--- config.mk ---
export PLATFORM = sky130hd
export DESIGN_NAME = scan_ff_chain
export DESIGN_NICKNAME = d
export VERILOG_FILES = /design/src/rtl/scan_ff_chain.sv
export SDC_FILE = /design/constraint.sdc
export NUM_CORES = 1
export LEC_CHECK = 0
export ABC_AREA = 1
export ABC_CLOCK_PERIOD_IN_PS = 1400
export CAP_MARGIN = 20
export CORE_AREA = 2 2 39 41
export DETAILED_ROUTE_END_ITERATION = 16
export DIE_AREA = 0 0 41 43
export GPL_ROUTABILITY_DRIVEN = 0
export PLACE_DENSITY = 0.61
export SLEW_MARGIN = 20
export SYNTH_ARGS = -nofsm -noshare
export SYNTH_HDL_FRONTEND = slang
export SYNTH_SLANG_ARGS = --single-unit
--- constraint.sdc ---
create_clock -name clk -period 1.4 [get_ports clk]
set_input_delay 0.28 -clock clk [delete_from_list [all_inputs] [get_ports clk]]
set_output_delay 0.28 -clock clk [all_outputs]
set_load 0.05 [all_outputs]
--- src/rtl/scan_ff_chain.sv ---
// scan_ff_chain: WIDTH-bit, DEPTH-stage scannable register pipeline.
//
// The pipeline carries A to K with a latency of exactly DEPTH clock edges.
// All WIDTH*DEPTH flops are also stitched into one serial scan chain:
//   scan_in -> stage[0][0] -> ... -> stage[0][WIDTH-1] -> stage[1][0] -> ...
//           -> stage[DEPTH-1][WIDTH-1] -> scan_out
// The chain can be shifted manually (scan_en), or a start pulse runs an
// automatic sequence: L shift cycles followed by one functional capture.
//
// Per-cycle update priority:
//   reset > controller (start cycle / SHIFT / CAPTURE) > scan_en > hold > functional
//
// Ports:
//   clk       rising-edge clock
//   rst_n     synchronous, active-low reset
//   A         functional data in (WIDTH bits)
//   K         functional data out, stage[DEPTH-1] (registered)
//   hold      functional stall, all stages keep their value
//   scan_en   manual scan shift, one bit per cycle
//   scan_in   serial scan data in
//   scan_out  serial scan data out, stage[DEPTH-1][WIDTH-1] (registered)
//   start     single-cycle request for an automatic load+capture sequence
//   busy      high while the controller is in SHIFT or CAPTURE (registered)
//   done      one-cycle pulse when the sequence completes (registered)

module scan_ff_chain #(
    parameter int unsigned WIDTH = 1,
    parameter int unsigned DEPTH = 3
) (
    input  logic             clk,
    input  logic             rst_n,
    input  logic [WIDTH-1:0] A,
    output logic [WIDTH-1:0] K,
    input  logic             hold,
    input  logic             scan_en,
    input  logic             scan_in,
    output logic             scan_out,
    input  logic             start,
    output logic             busy,
    output logic             done
);

    localparam int unsigned L     = WIDTH * DEPTH;
    localparam int unsigned CNT_W = $clog2(L + 1);

    typedef enum logic [1:0] {
        IDLE    = 2'd0,
        SHIFT   = 2'd1,
        CAPTURE = 2'd2
    } state_t;

    // Data-path operation chosen for the current cycle.
    typedef enum logic [1:0] {
        OP_HOLD  = 2'd0,
        OP_SHIFT = 2'd1,
        OP_FUNC  = 2'd2
    } op_t;

    state_t                      state_q;
    state_t                      state_d;
    logic [CNT_W-1:0]            count_q;
    logic [CNT_W-1:0]            count_d;
    logic                        busy_d;
    logic                        done_d;
    op_t                         op;

    logic [DEPTH-1:0][WIDTH-1:0] stage_q;
    logic [DEPTH-1:0][WIDTH-1:0] stage_d;
    logic [DEPTH-1:0][WIDTH-1:0] stage_func;
    logic [L-1:0]                chain_q;
    logic [L-1:0]                chain_shift;

    // Flattened chain view: bit i*WIDTH+b is stage[i][b], so bit 0 sits next
    // to scan_in and bit L-1 drives scan_out.
    assign chain_q = stage_q;

    // Serial shift: every bit moves one position toward scan_out.
    assign chain_shift[0] = scan_in;
    for (genvar j = 1; j < L; j++) begin : g_shift
        assign chain_shift[j] = chain_q[j-1];
    end

    // Functional step: A enters stage 0, every stage advances by one.
    assign stage_func[0] = A;
    for (genvar i = 1; i < DEPTH; i++) begin : g_func
        assign stage_func[i] = stage_q[i-1];
    end

    // Controller state register, including registered busy/done.
    always_ff @(posedge clk) begin
        if (!rst_n) begin
            state_q <= IDLE;
            count_q <= '0;
            busy    <= 1'b0;
            done    <= 1'b0;
        end else begin
            state_q <= state_d;
            count_q <= count_d;
            busy    <= busy_d;
            done    <= done_d;
        end
    end

    // Controller next-state and data-path operation select.
    always_comb begin
        state_d = state_q;
        count_d = count_q;
        done_d  = 1'b0;
        op      = OP_HOLD;

        case (state_q)
            IDLE: begin
                if (start) begin
                    // The chain holds in the start cycle, even over scan_en.
                    state_d = SHIFT;
                    count_d = '0;
                    op      = OP_HOLD;
                end else if (scan_en) begin
                    op = OP_SHIFT;
                end else if (hold) begin
                    op = OP_HOLD;
                end else begin
                    op = OP_FUNC;
                end
            end

            SHIFT: begin
                op      = OP_SHIFT;
                count_d = count_q + CNT_W'(1);
                // This cycle performs shift number count_q+1; the L-th ends SHIFT.
                if (count_q == CNT_W'(L - 1)) begin
                    state_d = CAPTURE;
                end
            end

            CAPTURE: begin
                op      = OP_FUNC;
                state_d = IDLE;
                done_d  = 1'b1;
            end

            default: begin
                state_d = IDLE;
                op      = OP_HOLD;
            end
        endcase

        busy_d = (state_d != IDLE);
    end

    // Next pipeline/chain contents from the selected operation.
    always_comb begin
        stage_d = stage_q;
        case (op)
            OP_SHIFT: stage_d = chain_shift;
            OP_FUNC:  stage_d = stage_func;
            default:  stage_d = stage_q;
        endcase
    end

    // Pipeline / scan flops.
    always_ff @(posedge clk) begin
        if (!rst_n) begin
            stage_q <= '0;
        end else begin
            stage_q <= stage_d;
        end
    end

    assign K        = stage_q[DEPTH-1];
    assign scan_out = stage_q[DEPTH-1][WIDTH-1];

endmodule
==> results of run 1 <==
==> synth_stat cells (all sizes together) <==
library cell and count:
nand2 4, dfxtp 9, nor3 1, o21ai 7, inv 10, a21oi 2
a31oi 1, ha 2, nor4 1, buf 1, nor2 12
==> logic make-up (layout without fill, tap and decap cells) <==
group | after synthesis | count (layout) | synth area share
AND/OR/NAND/NOR | 18 | 18 | 0.1928
buffers and inverters | 11 | 27 | 0.1177
AO/OA/AOI/OAI | 10 | 10 | 0.1536
flip-flops | 9 | 9 | 0.4706
adder cells (fa/ha/maj) | 2 | 2 | 0.06535
==> worst max-delay path: cells and delay by family (launching register included) <==
kind | cells | cell delay (ps)
compound gates | 2 | 420
simple gates | 2 | 120
flops | 1 | 370
fa+ha+maj | 1 | 270
==> cell type report <==
type / instances / area [um^2] / area share
timing repair buffer: 13 / 162.7 / 0.2686
inverter: 10 / 40.04 / 0.06612
sequential: 9 / 180.2 / 0.2975
clock buffer: 4 / 26.28 / 0.04339
tap: 16 / 20.02 / 0.03306
multi-input combinational: 30 / 176.4 / 0.2913
==> per-stage QoR <==
| step | hold slack [ps] | util | cell area, um^2 | TNS, ps |
|---|---|---|---|---|
| 2_1_floorplan | 415.7 | - | 382.9 | 0 |
| 3_3_place_gp | 461.5 | 0.4033 | 558.0 | -658.9 |
| 3_5_place_dp | 461.8 | 0.4033 | 558.0 | -750.2 |
| 4_1_cts | 470.1 | 0.4204 | 581.8 | 0 |
| 5_1_grt | 494.7 | 0.4376 | 605.6 | 0 |
| 6_report | 468.9 | 0.4376 | 605.6 | 0 |
==> final timing paths <==
check | end | slack, ps
worst max-delay path | chain_q[1]$_SDFFE_PN0P_ | 120
worst min-delay path | count_q[1]$_SDFFE_PN0P_ | 470
worst max register to register | chain_q[1]$_SDFFE_PN0P_ | 120
worst min register to register | count_q[1]$_SDFFE_PN0P_ | 470
==> power groups by stage <==
stage	Combinational [mW]	Clock, mW	Sequential (mW)
floorplan	0.0665	0	0.310
global placement	0.154	0	0.295
detailed placement	0.155	0	0.295
CTS	0.154	0.208	0.289
global route	0.181	0.216	0.293
finish	0.164	0.194	0.290
==> per-layer routing <==
| layer | GRT usage | vias up |
|---|---|---|
| li1 | - | 188 |
| met1 | 0.1010 | 152 |
| met5 | 0 | - |
| met2 | 0.1375 | 9 |
| met3 | 0.01571 | 2 |
| met4 | 0.1000 | 0 |
==> what timing repair did <==
item                                   4_1_cts  5_1_grt
pin swaps                                    2        5
gates cloned                                 0        0
setup endpoints to repair                    1        3
resized for setup                            3        5
endpoints found under the hold margin        0        0
==> registers in the layout (all words and copies together), names as in the netlist <==
| signal | flops |
|---|---|
| chain_q | 2 |
| count_q | 2 |
| state_q | 2 |
| K | 1 |
| busy | 1 |
| done | 1 |
==> results.toml, run 1 <==
[status]
status = "complete, no violations"

[synthesis]
synth_largest_area_cell = "dfxtp_1"
synth.distinct_cells = 16
syn-num-nets = 59
syn_area_um2 = 382.9
synth_seq_cells = 9
synth_top_area_frac = 0.4706
synth_warnings = 0
postSynthCellCount = 50
synth_seq_area_share = 0.4706
syn_area_per_cell_um2 = 7.657
synth_area_leaders = "dfxtp_1 (47%), nor2_1 (11%), inv_1 (7.8%)"

[timing]
rsz0062_at_grt = "false"
fmaxAchievable_ghz = 0.7830
worst-slew-pin-transition_ps = 278.6
finalHoldViolCount = 0
slew_violations = 0
min_period_over_period = 0.9123
fin_skew_ps = 0.4132
setup_viol = 0
period_needed_ps = 1277
worst_slew_margin_rel = 0.8134
setup_ws_ps = 122.8

[clock_network]
clkTransAtPathRegs_ps = 60
cts_setup_buffers = 0
clockBufferDepth = 2
clkLatencyLatePin_ps = 250
h-tree-depth = 1
cts_buffers = 3
cts.sinks = 9
ctsHoldBuffers = 0
cts_tree = "built"
root_buffer = "clkbuf_4"

[routing]
dr.pass1.iters = 2
via_per_inst = 4.280
top_layer = "met4"
antenna_left = 0
wl_met3_um = 36
wl_um = 663
wl_met2_um = 306
routed-via-count = 351
detail_route.wl_per_cell_um = 8.085
drt_iter0_markers = 3
met1_length_um = 305
drc = 0

[die]
ios = 11
die_y_um = 43
die_w_um = 41
start_util = 0.2767
rows = 14
die-area_mm2 = 0.001763
core-area_mm2 = 0.001384

[min_path]
hp-start = "count_q[1]$_SDFFE_PN0P_"
whs_path_depth = 2
hold_class = "flip-flop to flip-flop"

[pwr]
seq_power_share = 0.447
clock_power_share = 0.300
irDropWorstVdd_v = 0.0004465
switching_share = 0.2797
power_mw = 0.6475
power.internal_mw = 0.4664
p_switching_mw = 0.1811
p_comb_frac = 0.253
power.leakage_nw = 0.2763
power.density_mw_per_mm2 = 1069

[final_layout]
syn_to_final_growth_pct = 58.17
final_cells = 82
layout-drive-gt1-share = 0.2879
final_common_cell = "nor2_1"
final_nets = 76
insertedDiodeCount = 0
fill_cells = 135
most-common-layout-cells = "nor2_1 (10), dfxtp_1 (9), inv_1 (7)"

[grt]
overflow = 0
grt_max_degree = 6
grt_pass1_vias = 310
grt_usage = 0.09375
grt_pass1_wl_mm = 1.076
antenna_found_initial = 0

[setup_path]
critPathSlowestCell = "dfxtp_1"
path_class = "flip-flop to flip-flop"
r2r_cells = 5
crit_chain = "nor2_2, a31oi_1, ha_4, o21ai_0, nor2_1"
path_max_fanout = 4
worstPathRequired_ps = 1550
crit_arrival_ps = 1430
crit_path_start = "state_q[1]$_SDFF_PN0_"
critPathMaxStageDelay_ps = 370
reg2reg_from = "state_q[1]$_SDFF_PN0_"
end_kind = "flip-flop"
cp-start-kind = "flip-flop"

[place]
pre_cts_ws_ps = -288.4
dpl.hpwl_um = 511.8
portBuffers = 10
place_inst = 78

[run]
maxCapViolations = 0
Note: power is estimated with default switching activity, not from simulation.
==> run 2: changes to the inputs <==
--- a/config.mk
+++ b/config.mk
@@ -12,7 +12,6 @@
 export DETAILED_ROUTE_END_ITERATION = 16
 export DIE_AREA = 0 0 41 43
 export GPL_ROUTABILITY_DRIVEN = 0
-export PLACE_DENSITY = 0.61
 export SLEW_MARGIN = 20
 export SYNTH_ARGS = -nofsm -noshare
 export SYNTH_HDL_FRONTEND = slang
==> run 2 against run 1 <==
  * Combinational power rose by 2%
  * Count of clock-buffer cells in the layout did not move
  * Power rose by 2.2%
  * Cell area rose by 2.3%
  * Die area did not move
  * Critical path depth rose by 4
  * Sequential share of layout area fell by 0.26 points
  * Global-route usage rose by 3.2 points
  * Largest cell class is now buffers
  * Largest power group unchanged
==> results.toml, run 2 (synthesis results as in run 1) <==
[setup_path]
reg2reg_to = "chain_q[0]$_SDFFE_PN0P_"
crit_path_start = "state_q[0]$_SDFF_PN0_"
cp-start-kind = "flip-flop"
reg2reg_from = "state_q[0]$_SDFF_PN0_"
crit_arrival_ps = 1450
worstPathRequired_ps = 1560
reg2reg_slack_ps = 110
path_class = "flip-flop to flip-flop"
end_kind = "flip-flop"
path_max_fanout = 4
r2r_cells = 9

[clock_network]
cts.sinks = 9
h-tree-depth = 1
clkLatencyLatePin_ps = 260
clockBufferDepth = 2
cts_tree = "built"
clkTransAtPathRegs_ps = 60
cts_buffers = 3
root_buffer = "clkbuf_4"

[grt]
grt_pass1_vias = 344
grt_usage = 0.1260
grt_pass1_wl_mm = 1.421
overflow = 0
grt_max_degree = 6
antenna_found_initial = 0

[routing]
wl_um = 749
dr.pass1.iters = 4
detail_route.wl_per_cell_um = 8.709
antenna_left = 0
drc = 0
via_per_inst = 4.314
routed-via-count = 371
drt_iter0_markers = 3

[timing]
finalSetupTns_ps = 0
worst_slew_margin_rel = 0.8551
finalHoldViolCount = 0
setup_viol = 0
rsz0062_at_grt = "true"
fmaxAchievable_ghz = 0.7740
period_needed_ps = 1292
setup_ws_ps = 108.0
min_period_over_period = 0.9229
worst-slew-pin-transition_ps = 217.1
fin_skew_ps = 1.581
slew_violations = 0

[die]
die-area_mm2 = 0.001763
start_util = 0.2767
rows = 14
ios = 11
core-area_mm2 = 0.001384
die_w_um = 41
die_y_um = 43

[final_layout]
final_nets = 80
insertedDiodeCount = 0
final_common_cell = "nor2_1"
most-common-layout-cells = "nor2_1 (10), dfxtp_1 (7), inv_1 (7), buf_4 (7)"
layout-drive-gt1-share = 0.3429
syn_to_final_growth_pct = 61.76
final_cells = 86
fill_cells = 140

[pwr]
switching_share = 0.2886
seq_power_share = 0.438
p_comb_frac = 0.255
clock_power_share = 0.307
irDropWorstVdd_v = 0.0004549
p_switching_mw = 0.1910
power.leakage_nw = 0.2872
power.density_mw_per_mm2 = 1068
power.internal_mw = 0.4707

[place]
portBuffers = 10
dpl.hpwl_um = 547.7
place_inst = 80
pre_cts_ws_ps = -326.8

[min_path]
whs_path_depth = 1
worstHoldEndpoint = "state_q[1]$_SDFF_PN0_"
hp-start = "state_q[1]$_SDFF_PN0_"
hold_class = "flip-flop to flip-flop"

[run]
maxCapViolations = 0

[status]
status = "complete, no violations"
[run 2: repair_timing]
item                                   CTS  global route
endpoints found under the hold margin    0             0
hold buffers                             0             0
pin swaps                                4             4
setup buffers                            1             1
setup endpoints to repair                1             1
gates resized for setup                  5             3
[run 2: worst max-delay path: stages (launching register included)]
cell     delay (ps)
dfxtp_2         330
inv_2            40
nor2_2          110
a31oi_1          50
ha_1            350
inv_2            60
nor2_2           70
nor2_1           40
o21ai_1          90
inv_1            50
[run 2: final cells by class]
type                       count  area, um^2  share of cell area
timing repair buffer          17       188.9              0.3051
sequential                     9       182.7              0.2949
inverter                      10       37.54             0.06061
multi-input combinational     30       163.9              0.2646
tap                           16       20.02             0.03232
clock buffer                   4       26.28             0.04242
[run 2: worst max path at each step]
stage | to | cells past startpoint
2_1_floorplan | chain_q[0]$_SDFFE_PN0P_ | 9
3_3_place_gp | chain_q[0]$_SDFFE_PN0P_ | 10
3_5_place_dp | chain_q[0]$_SDFFE_PN0P_ | 10
4_1_cts | chain_q[0]$_SDFFE_PN0P_ | 9
5_1_grt | chain_q[0]$_SDFFE_PN0P_ | 9
6_report | chain_q[0]$_SDFFE_PN0P_ | 9
[run 2: per-layer routing]
metal  up-vias  part of all wire  global-route usage  routed length [um]
met5         -                 0                   0                   0
met4         0             0.047              0.1200                  35
met3         4             0.055             0.03141                  41
met2        12              0.43              0.1781                 321
met1       160              0.47              0.1433                 350
li1        195                 -                   -                   -
[run 2: power groups by stage]
stage | clock network [mW] | logic, mW | registers, mW
finish | 0.203 | 0.168 | 0.290
CTS | 0.208 | 0.167 | 0.289
floorplan | 0 | 0.0665 | 0.310
global route | 0.231 | 0.185 | 0.294
global placement | 0 | 0.160 | 0.295
detailed placement | 0 | 0.161 | 0.295
[run 2: through the flow]
stage	power, mW	hold slack, ps	utilization	cell area [um^2]
final	0.6617	435.6	0.4476	619.3
after global routing	0.7092	456.8	0.4476	619.3
after CTS	0.6642	480.6	0.4385	606.8
after detailed placement	0.4561	471.4	0.4141	573.1
after global placement	0.4546	461.5	0.4141	573.1
after floorplan	0.3768	415.7	-	382.9
==> run 3: changes to the inputs <==
--- a/config.mk
+++ b/config.mk
@@ -12,6 +12,7 @@
 export DETAILED_ROUTE_END_ITERATION = 16
 export DIE_AREA = 0 0 41 43
 export GPL_ROUTABILITY_DRIVEN = 0
+export PLACE_DENSITY = 0.66
 export SLEW_MARGIN = 20
 export SYNTH_ARGS = -nofsm -noshare
 export SYNTH_HDL_FRONTEND = slang
==> run 3 against run 2 <==
  * Clock power is 5% lower
  * Worst setup slack worse by 53 ps
  * Die area unchanged
  * Largest cell class is now sequential cells
  * Highest routed layer is now met3
==> results.toml, run 3 (synthesis results as in run 1) <==
[setup_path]
crit_end = "chain_q[1]$_SDFFE_PN0P_"
path_max_fanout = 4
reg2reg_to = "chain_q[1]$_SDFFE_PN0P_"
crit_arrival_ps = 1490
reg2reg_from = "state_q[1]$_SDFF_PN0_"
reg2reg_slack_ps = 90
crit_path_start = "hold"
r2r_cells = 7
worstPathRequired_ps = 1550
end_kind = "flip-flop"
path_class = "input port to flip-flop"
cp-start-kind = "input port"

[die]
core-area_mm2 = 0.001384
die_w_um = 41
die-area_mm2 = 0.001763
start_util = 0.2767
ios = 11
rows = 14
die_y_um = 43

[final_layout]
most-common-layout-cells = "dfxtp_1 (9), nor2_1 (9), inv_1 (7)"
final_cell_area_um2 = 610.6
syn_to_final_growth_pct = 59.48
layout-drive-gt1-share = 0.3134
insertedDiodeCount = 0
final_nets = 77

[pwr]
power.internal_mw = 0.4708
seq_power_share = 0.446
power.density_mw_per_mm2 = 1072
power.leakage_nw = 0.2715
clock_power_share = 0.294
p_switching_mw = 0.1835
p_comb_frac = 0.260
switching_share = 0.2804
power_mw = 0.6543
irDropWorstVdd_v = 0.0003993

[clock_network]
clkTransAtPathRegs_ps = 60
cts.sinks = 9
cts_tree = "built"
root_buffer = "clkbuf_4"
h-tree-depth = 1
clkLatencyLatePin_ps = 250
ctsHoldBuffers = 0
clockBufferDepth = 2
cts_buffers = 3

[timing]
finalHoldViolCount = 0
fin_skew_ps = 1.141
finalSetupTns_ps = 0
worst-slew-pin-transition_ps = 279.1
setup_viol = 0
min_period_over_period = 0.9610
worst_slew_margin_rel = 0.8130
fmaxAchievable_ghz = 0.7433
slew_violations = 0
period_needed_ps = 1345

[grt]
antenna_found_initial = 0
grt_pass1_vias = 310
overflow = 0
grt_max_degree = 6
grt_pass1_wl_mm = 1.138
grt_usage = 0.09980

[status]
status = "complete, no violations"

[routing]
dr.pass1.iters = 4
drc = 0
wl_um = 730
via_per_inst = 4.133
routed-via-count = 343
antenna_left = 0
drt_iter0_markers = 6
detail_route.wl_per_cell_um = 8.795

[min_path]
hold_class = "flip-flop to flip-flop"

[run]
maxCapViolations = 0

[place]
dpl.hpwl_um = 508.8
portBuffers = 10
place_area_um2 = 558.0
[run 3: changes by cell type in the layout (fill, tap and decap cells not counted), sizes merged]
cell	change
dlygate4sd2	-1
clkdlybuf4s50	+1
buf	-3
[run 3: area by class of cell]
cell class	count	area [um^2]
Clock buffer	4	26.28
Sequential cell	9	180.2
Tap cell	16	20.02
Inverter	10	37.54
Multi-Input combinational cell	30	178.9
Fill cell	138	773.2
Timing Repair Buffer	14	167.7
[run 3: stage by stage]
step                std cells  hold WS (ps)    util  setup slack [ps]
floorplan                  50         415.7       -             119.9
global placement           78         460.6  0.4033            -248.2
detailed placement         78         463.0  0.4033            -316.3
CTS                        83         473.3  0.4259             1.926
global route               83         498.1  0.4412            -24.46
finish                     83         470.4  0.4412             54.56
[run 3: how the worst min path moves through the flow]
stage | cells after the start | slack [ps] | endpoint | start
after floorplan | 2 | 420 | K$_SDFFE_PN0P_ | rst_n
after global placement | 2 | 460 | state_q[1]$_SDFF_PN0_ | state_q[0]$_SDFF_PN0_
after detailed placement | 2 | 460 | state_q[1]$_SDFF_PN0_ | state_q[0]$_SDFF_PN0_
after CTS | 2 | 470 | state_q[1]$_SDFF_PN0_ | state_q[0]$_SDFF_PN0_
after global routing | 1 | 500 | state_q[1]$_SDFF_PN0_ | state_q[1]$_SDFF_PN0_
final | 2 | 470 | state_q[1]$_SDFF_PN0_ | state_q[0]$_SDFF_PN0_
[run 3: repair_timing]
item / in CTS / in global routing
gates resized for setup: 3 / 4
pin swaps: 2 / 1
endpoints found under the hold margin: 0 / 0
endpoints found under the setup margin: 1 / 3
buffers inserted: 1 / 0
[run 3: critical path, cell delays in order]
cell and delay, ps:
clkdlybuf4s50_1 450, nor2_1 40, nand2_1 70, a21oi_2 70, ha_4 280, inv_2 40
buf_4 130, nor2_2 70, nor2_1 50
[run 3: routing by layer]
metal  vias to the layer above  global-route usage  share of wire
met3                         0             0.01571          0.056
met1                       144              0.1075           0.40
met2                        10              0.1500           0.55
met4                         0              0.1000              0
li1                        189                   -              -
met5                         -                   0              0
[run 3: power groups by stage]
stage	logic, mW	clock network [mW]	registers, mW
after floorplan	0.0665	0	0.310
after global placement	0.152	0	0.295
after detailed placement	0.154	0	0.296
after CTS	0.161	0.203	0.290
after global routing	0.186	0.212	0.294
final	0.170	0.193	0.292
